### config.mk
export PLATFORM = sky130hd
export DESIGN_NAME = pc_gen
export DESIGN_NICKNAME = d
export VERILOG_FILES = /design/src/rtl/pc_gen.sv
export SDC_FILE = /design/constraint.sdc
export NUM_CORES = 1
export LEC_CHECK = 0
export BUFFER_PORTS_ARGS = -buffer_cell sky130_fd_sc_hd__buf_2
export CAP_MARGIN = 30
export CORE_ASPECT_RATIO = 0.5
export CORE_MARGIN = 1.5
export CORE_UTILIZATION = 47
export CTS_CLUSTER_DIAMETER = 100
export CTS_CLUSTER_SIZE = 30
export DETAILED_ROUTE_END_ITERATION = 12
export PLACE_DENSITY_LB_ADDON = 0.2
export SKIP_CTS_REPAIR_TIMING = 1
export SYNTH_ARGS = -nofsm -noshare
export SYNTH_HDL_FRONTEND = slang
export SYNTH_SLANG_ARGS = --single-unit
### constraint.sdc
create_clock -name clk_i -period 2.2 [get_ports clk_i]
set_input_delay 0.44 -clock clk_i [delete_from_list [all_inputs] [get_ports clk_i]]
set_output_delay 0.44 -clock clk_i [all_outputs]
set_load 0.02 [all_outputs]
### src/rtl/pc_gen.sv
// IF-stage PC generator: owns the fetch PC, picks flush > branch > sequential,
// and drives a single-outstanding instruction request while dropping stale responses.
module pc_gen #(
  parameter int unsigned          PC_WIDTH     = 32,
  parameter logic [PC_WIDTH-1:0]  RESET_VECTOR = PC_WIDTH'(32'hBFC0_0000),
  parameter int unsigned          PC_STEP      = 4
) (
  input  logic                clk_i,
  input  logic                rst_i,
  input  logic                stall_i,
  input  logic                flush_i,
  input  logic [PC_WIDTH-1:0] flush_pc_i,
  input  logic                branch_i,
  input  logic [PC_WIDTH-1:0] branch_pc_i,
  output logic                inst_req_o,
  output logic [PC_WIDTH-1:0] inst_addr_o,
  input  logic                inst_addr_ok_i,
  input  logic                inst_data_ok_i,
  output logic [PC_WIDTH-1:0] pc_o,
  output logic [PC_WIDTH-1:0] fetch_pc_o,
  output logic                fetch_valid_o,
  output logic                addr_error_o,
  output logic                ce_o
);

  localparam int unsigned AlignBits = $clog2(PC_STEP);

  typedef enum logic [0:0] {StReq, StWait} state_e;

  state_e                state_q, state_d;
  logic [PC_WIDTH-1:0]   pc_q, pc_d;
  logic [PC_WIDTH-1:0]   fetch_pc_q, fetch_pc_d;
  logic                  discard_q, discard_d;

  logic                  redirect;
  logic [PC_WIDTH-1:0]   redirect_pc;
  logic                  issue;
  logic                  valid;

  assign redirect     = flush_i | branch_i;
  assign redirect_pc  = flush_i ? flush_pc_i : branch_pc_i;
  assign addr_error_o = |pc_q[AlignBits-1:0];

  always_comb begin
    state_d    = state_q;
    pc_d       = pc_q;
    fetch_pc_d = fetch_pc_q;
    discard_d  = discard_q;
    issue      = 1'b0;
    valid      = 1'b0;
    unique case (state_q)
      StReq: begin
        issue = ~stall_i & ~addr_error_o & ~redirect;
        if (redirect) begin
          pc_d = redirect_pc;
        end else if (issue && inst_addr_ok_i) begin
          fetch_pc_d = pc_q;
          pc_d       = pc_q + PC_WIDTH'(PC_STEP);
          state_d    = StWait;
        end else if (addr_error_o) begin
          // Expose the faulting PC so the exception path can report it.
          fetch_pc_d = pc_q;
        end
      end
      StWait: begin
        valid = inst_data_ok_i & ~discard_q & ~redirect;
        if (redirect) begin
          pc_d = redirect_pc;
        end
        if (inst_data_ok_i) begin
          discard_d = 1'b0;
          state_d   = StReq;
        end else if (redirect) begin
          // The in-flight response is now stale; swallow it when it lands.
          discard_d = 1'b1;
        end
      end
      default: state_d = StReq;
    endcase
  end

  always_ff @(posedge clk_i) begin
    if (rst_i) begin
      state_q    <= StReq;
      pc_q       <= RESET_VECTOR;
      fetch_pc_q <= '0;
      discard_q  <= 1'b0;
    end else begin
      state_q    <= state_d;
      pc_q       <= pc_d;
      fetch_pc_q <= fetch_pc_d;
      discard_q  <= discard_d;
    end
  end

  assign inst_req_o    = issue & ~rst_i;
  assign fetch_valid_o = valid & ~rst_i;
  assign inst_addr_o   = pc_q;
  assign pc_o          = pc_q;
  assign fetch_pc_o    = fetch_pc_q;
  assign ce_o          = ~rst_i;

endmodule

==> results of run 1 <==
worst max path at each step:
stage	cells past startpoint	to
after floorplan	4	fetch_valid_o
after global placement	6	inst_addr_o[7]$_SDFFE_PP0P_
after detailed placement	6	inst_addr_o[23]$_SDFFE_PP1P_
after CTS	5	inst_addr_o[23]$_SDFFE_PP1P_
after global routing	6	inst_addr_o[23]$_SDFFE_PP1P_
final	6	inst_addr_o[23]$_SDFFE_PP1P_
worst reg2reg max path, stage by stage, from the launching register on:
cell and delay, ps:
dfxtp_1 510, nand4_1 380, nor4_2 310, buf_4 240, and4_1 230, nor3_1 50
a311oi_1 210
layout make-up:
| class | instances | area, um2 |
|---|---|---|
| Fill cell | 687 | 2414 |
| Multi-Input combinational cell | 346 | 2037 |
| Sequential cell | 66 | 1321 |
| Timing Repair Buffer | 219 | 1244 |
| Clock buffer | 11 | 252.7 |
| Tap cell | 108 | 135.1 |
| Clock inverter | 5 | 85.08 |
| Inverter | 7 | 26.28 |
cell families after synthesis:
group	count (synthesis)
compound gates	139
flops	66
buf+inv	74
mux	19
xor+xnor	2
simple gates	185
fa+ha+maj	1
power by group through the flow:
stage,clock [mW],combinational (mW),sequential (mW)
floorplan,0,0.401,1.45
global placement,0,0.755,1.37
detailed placement,0,0.761,1.37
CTS,1.63,0.766,1.35
global route,1.70,0.828,1.36
finish,1.62,0.773,1.35
cell usage after synthesis (all sizes together) (9+ instances only):
cell type   n  area share [%]
o21ai      16             2.7
dfxtp      66              35
nor3        9             1.2
buf        40             7.5
nor2       26             2.7
nand4       9             1.5
o22ai      10             1.7
nand3      13             1.7
clkbuf     27             2.7
nand2      89             8.9
a21oi      58             7.7
mux2i      19             5.1
through the flow:
stage                     hold WS [ps]  total power [mW]  area (um2)  util, %  instances
after floorplan                  495.0             1.852        3751        -        486
after global placement           438.2             2.127        4763    63.39        746
after detailed placement         444.6             2.136        4763    63.39        746
after CTS                        315.4             3.745        5101    67.88        762
after global routing             307.6             3.885        5101    67.88        762
final                            321.0             3.743        5101    67.88        762
state kept, by name, summed over array words and instances (netlist names):
signal,flops
fetch_pc_o,32
inst_addr_o,32
discard_q,1
state_q,1
metal layers:
| metal | GRT usage [%] | share of wire [%] | routed length (um) | vias to the layer above |
|---|---|---|---|---|
| met3 | 9.709 | 10 | 1347 | 34 |
| met5 | 0 | 0 | 0 | - |
| met1 | 44.37 | 47 | 6104 | 1981 |
| li1 | - | - | - | 2068 |
| met2 | 41.29 | 40 | 5199 | 247 |
| met4 | 8.287 | 1.8 | 231 | 0 |
==> results.toml, run 1 <==
[outcome]
status = "completed"

[global_routing]
grt_pass1_vias = 3616
grt_pass1_wl_mm = 19.40
grt-ovfl-total = 0
grt_start_max_net_pins = 27
grtUsageTotal_pct = 30.15
antenna_found_initial = 0

[hold_path]
whs_path_depth = 2
min_to = "discard_q$_SDFFE_PP0P_"
hp-start = "inst_data_ok_i"
hold_path.class = "in -> reg"

[setup_path]
crit_arrival_ps = 2270
crit_path_top_delay_cell = "dfxtp_1"
r2r-start = "inst_addr_o[4]$_SDFFE_PP0P_"
cp_max_fo = 11
reg2reg_to = "inst_addr_o[23]$_SDFFE_PP1P_"
r2r_setup_slack_ps = 180
crit_buf_inv = 1
crit_family = "simple AND/OR/NAND/NOR gates"
crit_type = "reg -> reg"
worstSetupStartpoint = "inst_addr_o[4]$_SDFFE_PP0P_"
cp-end-kind = "register"
reg2reg_depth = 6
cp_data_required_time_ps = 2450
start_kind = "register"
path_cells = "nand4_1, nor4_2, buf_4, and4_1, nor3_1, a311oi_1"
cp_slowest_stage_delay_ps = 510

[cells_and_area]
n_antenna_cell = 0
area_delta_synth_final_pct = 35.99
layout_common_cells = "buf_2, nand2_1, dfxtp_1"
drive_gt1_share_pct = 37.92
layout.nets = 721
layout_commonest_cell = "buf_2"

[drt]
wl_per_cell_um = 16.91
drc = 0
wl_mm = 12.88
drt.antenna.violating_nets = 0
dr.first_iter.drc_count = 474
firstDrtPassIters = 5
viasPerCell = 5.682
vias = 4330

[place]
portBuffers = 170
gp_congestion = 1.013
pre_cts_ws_ps = 19.81
dpl.hpwl_mm = 9.460

[floorplan]
dieArea_um2 = 8558
coreArea_um2 = 7515
initial_core_util_pct = 49.92
rows = 22
chipHeight_um = 66.17
fp.dieW_um = 129.3
io_pins = 171

[timing]
slew_viol_final = 0
tightest_slew_ps = 574.7
rsz0062_at_grt = "no"
timing.final.crit_period_ps = 2020
clock.fmax_ghz = 0.4950
hold_viol = 0
finalWorstSetupSlack_ps = 179.8
clock-skew-final_ps = 7.163
finalCritPeriodShare_pct = 91.83
fin_setup_tns_ps = 0
worst_slew_margin_rel_pct = 61.68
setup_viol = 0

[power]
pwr_density_cell_nw_per_um2 = 733.8
power.leakage_nw = 2.359
swShare_pct = 29.83
pwr-share-clk_pct = 43.2
p_switching_mw = 1.117
p_int_mw = 2.627
irDropWorstVdd_v = 0.0005946
seq_power_share_pct = 36.1
p_comb_share_pct = 20.6

[synth]
synth_edf_count = 0
yosysWarnings = 0
synthArstFlopShare_pct = 0
yosys.area_share.xor_xnor_pct = 0.4670
synthMuxAreaShare_pct = 5.070
syn_inst = 486
dominantRegCellSynth = "dfxtp_1"
avgSynthCellArea_um2 = 7.718
synth_top_family_by_area = "compound AO/OA/AOI/OAI gates"
synth_compound_area_share_pct = 24.25
syn-num-nets = 558
synth_area_um2 = 3751
yosysSeqAreaShare_pct = 35.22
synth-simple-area-share_pct = 23.72
synth-adder-area-share_pct = 0.3336
ys_types = 53
ys_ff_latch = 66

[clocking]
cts_tree = "built"
cts_inserted_buffers = 9
cts_root_buf = "clkbuf_16"
clk_latency_ps = 340
cts_num_sinks = 66
clk_path_buf_depth = 2
path_clk_slew_ps = 60
h-tree-depth = 3

[run]
timing.max_cap.violations = 0
Note: power is estimated with default switching activity, not from simulation.
==> inputs of run 2 (changes only) <==
- GPL_TIMING_DRIVEN: default -> 0
- PLACE_DENSITY: default -> 0.85
- PLACE_DENSITY_LB_ADDON: 0.2 -> default
==> run 2 against run 1 <==
Worst hold slack improved by 17 ps. Core utilization decreased by 0.53 points. Critical path depth is 1 higher. First-iteration DRC count grew 13%. Register-to-register slack lost 100 ps. Clock skew is 2.0 ps lower. Via count rose by 4.4%. Final cell count is 2.5% higher. Count of clock-buffer cells in the layout is the same. Highest routed layer unchanged.
==> results.toml, run 2 (synthesis gave the netlist of run 1 again) <==
[hold_path]
min_to = "inst_addr_o[0]$_SDFFE_PP0P_"
whs_path_depth = 3
hold_path.class = "in -> reg"
hp-start = "flush_pc_i[0]"

[clocking]
cts_tree = "built"
cts_num_sinks = 66
path_clk_slew_ps = 60
clk_path_buf_depth = 2
cts_root_buf = "clkbuf_16"
cts_inserted_buffers = 9
clk_latency_ps = 340
h-tree-depth = 3

[cells_and_area]
regArea_um2 = 1324
fin_util_pct = 67.35
multi_input_area_um2 = 2049
fillCellCount = 649
area_delta_synth_final_pct = 34.92
n_antenna_cell = 0
layout_commonest_cell = "buf_2"
fin_area_um2 = 5061
layout.nets = 740
drive_gt1_share_pct = 37.15
layout_common_cells = "buf_2, nand2_1, dfxtp_1"

[setup_path]
r2r-start = "inst_addr_o[2]$_SDFFE_PP0P_"
crit_top_cell = "buf_2"
crit_buf_inv = 3
path_cells = "buf_2, buf_2, or2_2, nor2_2, nand2_2, nor3_1, buf_2"
cp-end-kind = "output port"
crit_path_top_delay_cell = "or2_2"
start_kind = "primary input"
reg2reg_depth = 7
crit_arrival_ps = 1710
reg2reg_to = "inst_addr_o[30]$_SDFFE_PP0P_"
cp_data_required_time_ps = 1760
cp_max_fo = 10
cp_slowest_stage_delay_ps = 300
crit_type = "in -> out"
crit_family = "simple AND/OR/NAND/NOR gates"
r2r_setup_slack_ps = 80

[timing]
holdWs_ps = 338.5
timing.final.crit_period_ps = 2153
setup_viol = 0
finalWorstSetupSlack_ps = 46.71
fin_setup_tns_ps = 0
clock.fmax_ghz = 0.4644
worst_slew_margin_rel_pct = 55.56
finalCritPeriodShare_pct = 97.88
slew_viol_final = 0
tightest_slew_ps = 666.5
clock-skew-final_ps = 5.149
hold_viol = 0

[power]
pwr_density_cell_nw_per_um2 = 685.1
irDropWorstVdd_v = 0.0005055
power.leakage_nw = 2.333

[run]
timing.max_cap.violations = 0

[drt]
drc = 0
wl_mm = 13.41
viasPerCell = 5.787
firstDrtPassIters = 6
wl_per_cell_um = 17.17
dr.first_iter.drc_count = 537
vias = 4520
drt.antenna.violating_nets = 0

[floorplan]
fp.dieW_um = 129.3
rows = 22
initial_core_util_pct = 49.92
coreArea_um2 = 7515
chipHeight_um = 66.17
io_pins = 171
dieArea_um2 = 8558

[global_routing]
grt_start_max_net_pins = 12
grt_pass1_wl_mm = 19.95
grtUsageTotal_pct = 30.80
antenna_found_initial = 0
grt_pass1_vias = 3940
grt-ovfl-total = 0

[place]
portBuffers = 170
dpl.hpwl_mm = 9.840
gp_congestion = 0.9608
pre_cts_ws_ps = -265.7
postPlaceCellArea_um2 = 4737

[outcome]
status = "completed"
[run 2: cell types whose count changed in the layout (fill, tap and decap cells not counted), moves of 3 or more]
cell / change
clkbuf_1: +21
buf_4: -12
buf_2: +7
clkbuf_2: +6
clkinv_2: +3
[run 2: metrics by stage]
stage               cells  power, mW
CTS                   780      3.451
floorplan             486      1.852
finish                781      3.467
global route          781      3.588
detailed placement    764      2.146
global placement      764      2.134
[run 2: cell type report]
class,count,share of cell area (%)
multi-input cells,346,40.49
flip-flops and latches,66,26.16
repair buffers,172,17.11
plain buffers,66,7.664
clock buffers,11,4.796
well taps,108,2.670
clock inverters,5,0.5933
inverters,7,0.5192
[run 2: routing by layer]
layer	wire, um	share of wire, %	vias to the layer above	track usage [%]
met2	6017	45	295	48.40
met5	0	0	-	0
li1	-	-	2110	-
met4	251	1.9	0	11.10
met3	1577	12	33	8.900
met1	5560	41	2082	40.38
[run 2: where the power goes]
group | internal, mW | switching, mW
clock | 0.786 | 0.531
combinational | 0.309 | 0.449
sequential | 1.27 | 0.126
total | 2.36 | 1.11
[run 2: worst max-delay path by stage]
stage                                      startpoint                      endpoint  slack [ps]  depth (start not counted)
after global routing                          flush_i                    inst_req_o          -4                          7
after detailed placement                      flush_i  inst_addr_o[22]$_SDFFE_PP1P_        -270                          6
after floorplan                               flush_i                 fetch_valid_o          10                          4
after CTS                 inst_addr_o[2]$_SDFFE_PP0P_  inst_addr_o[30]$_SDFFE_PP0P_        -220                          8
after global placement                        flush_i  inst_addr_o[22]$_SDFFE_PP1P_        -210                          6
final                                         flush_i                    inst_req_o          50                          7
[run 2: worst reg2reg max path, stage by stage (launching register included)]
cell	delay [ps]
dfxtp_2	470
ha_1	230
and3_1	150
buf_2	170
and4_2	380
nand4_1	160
or4_1	420
nand3_1	90
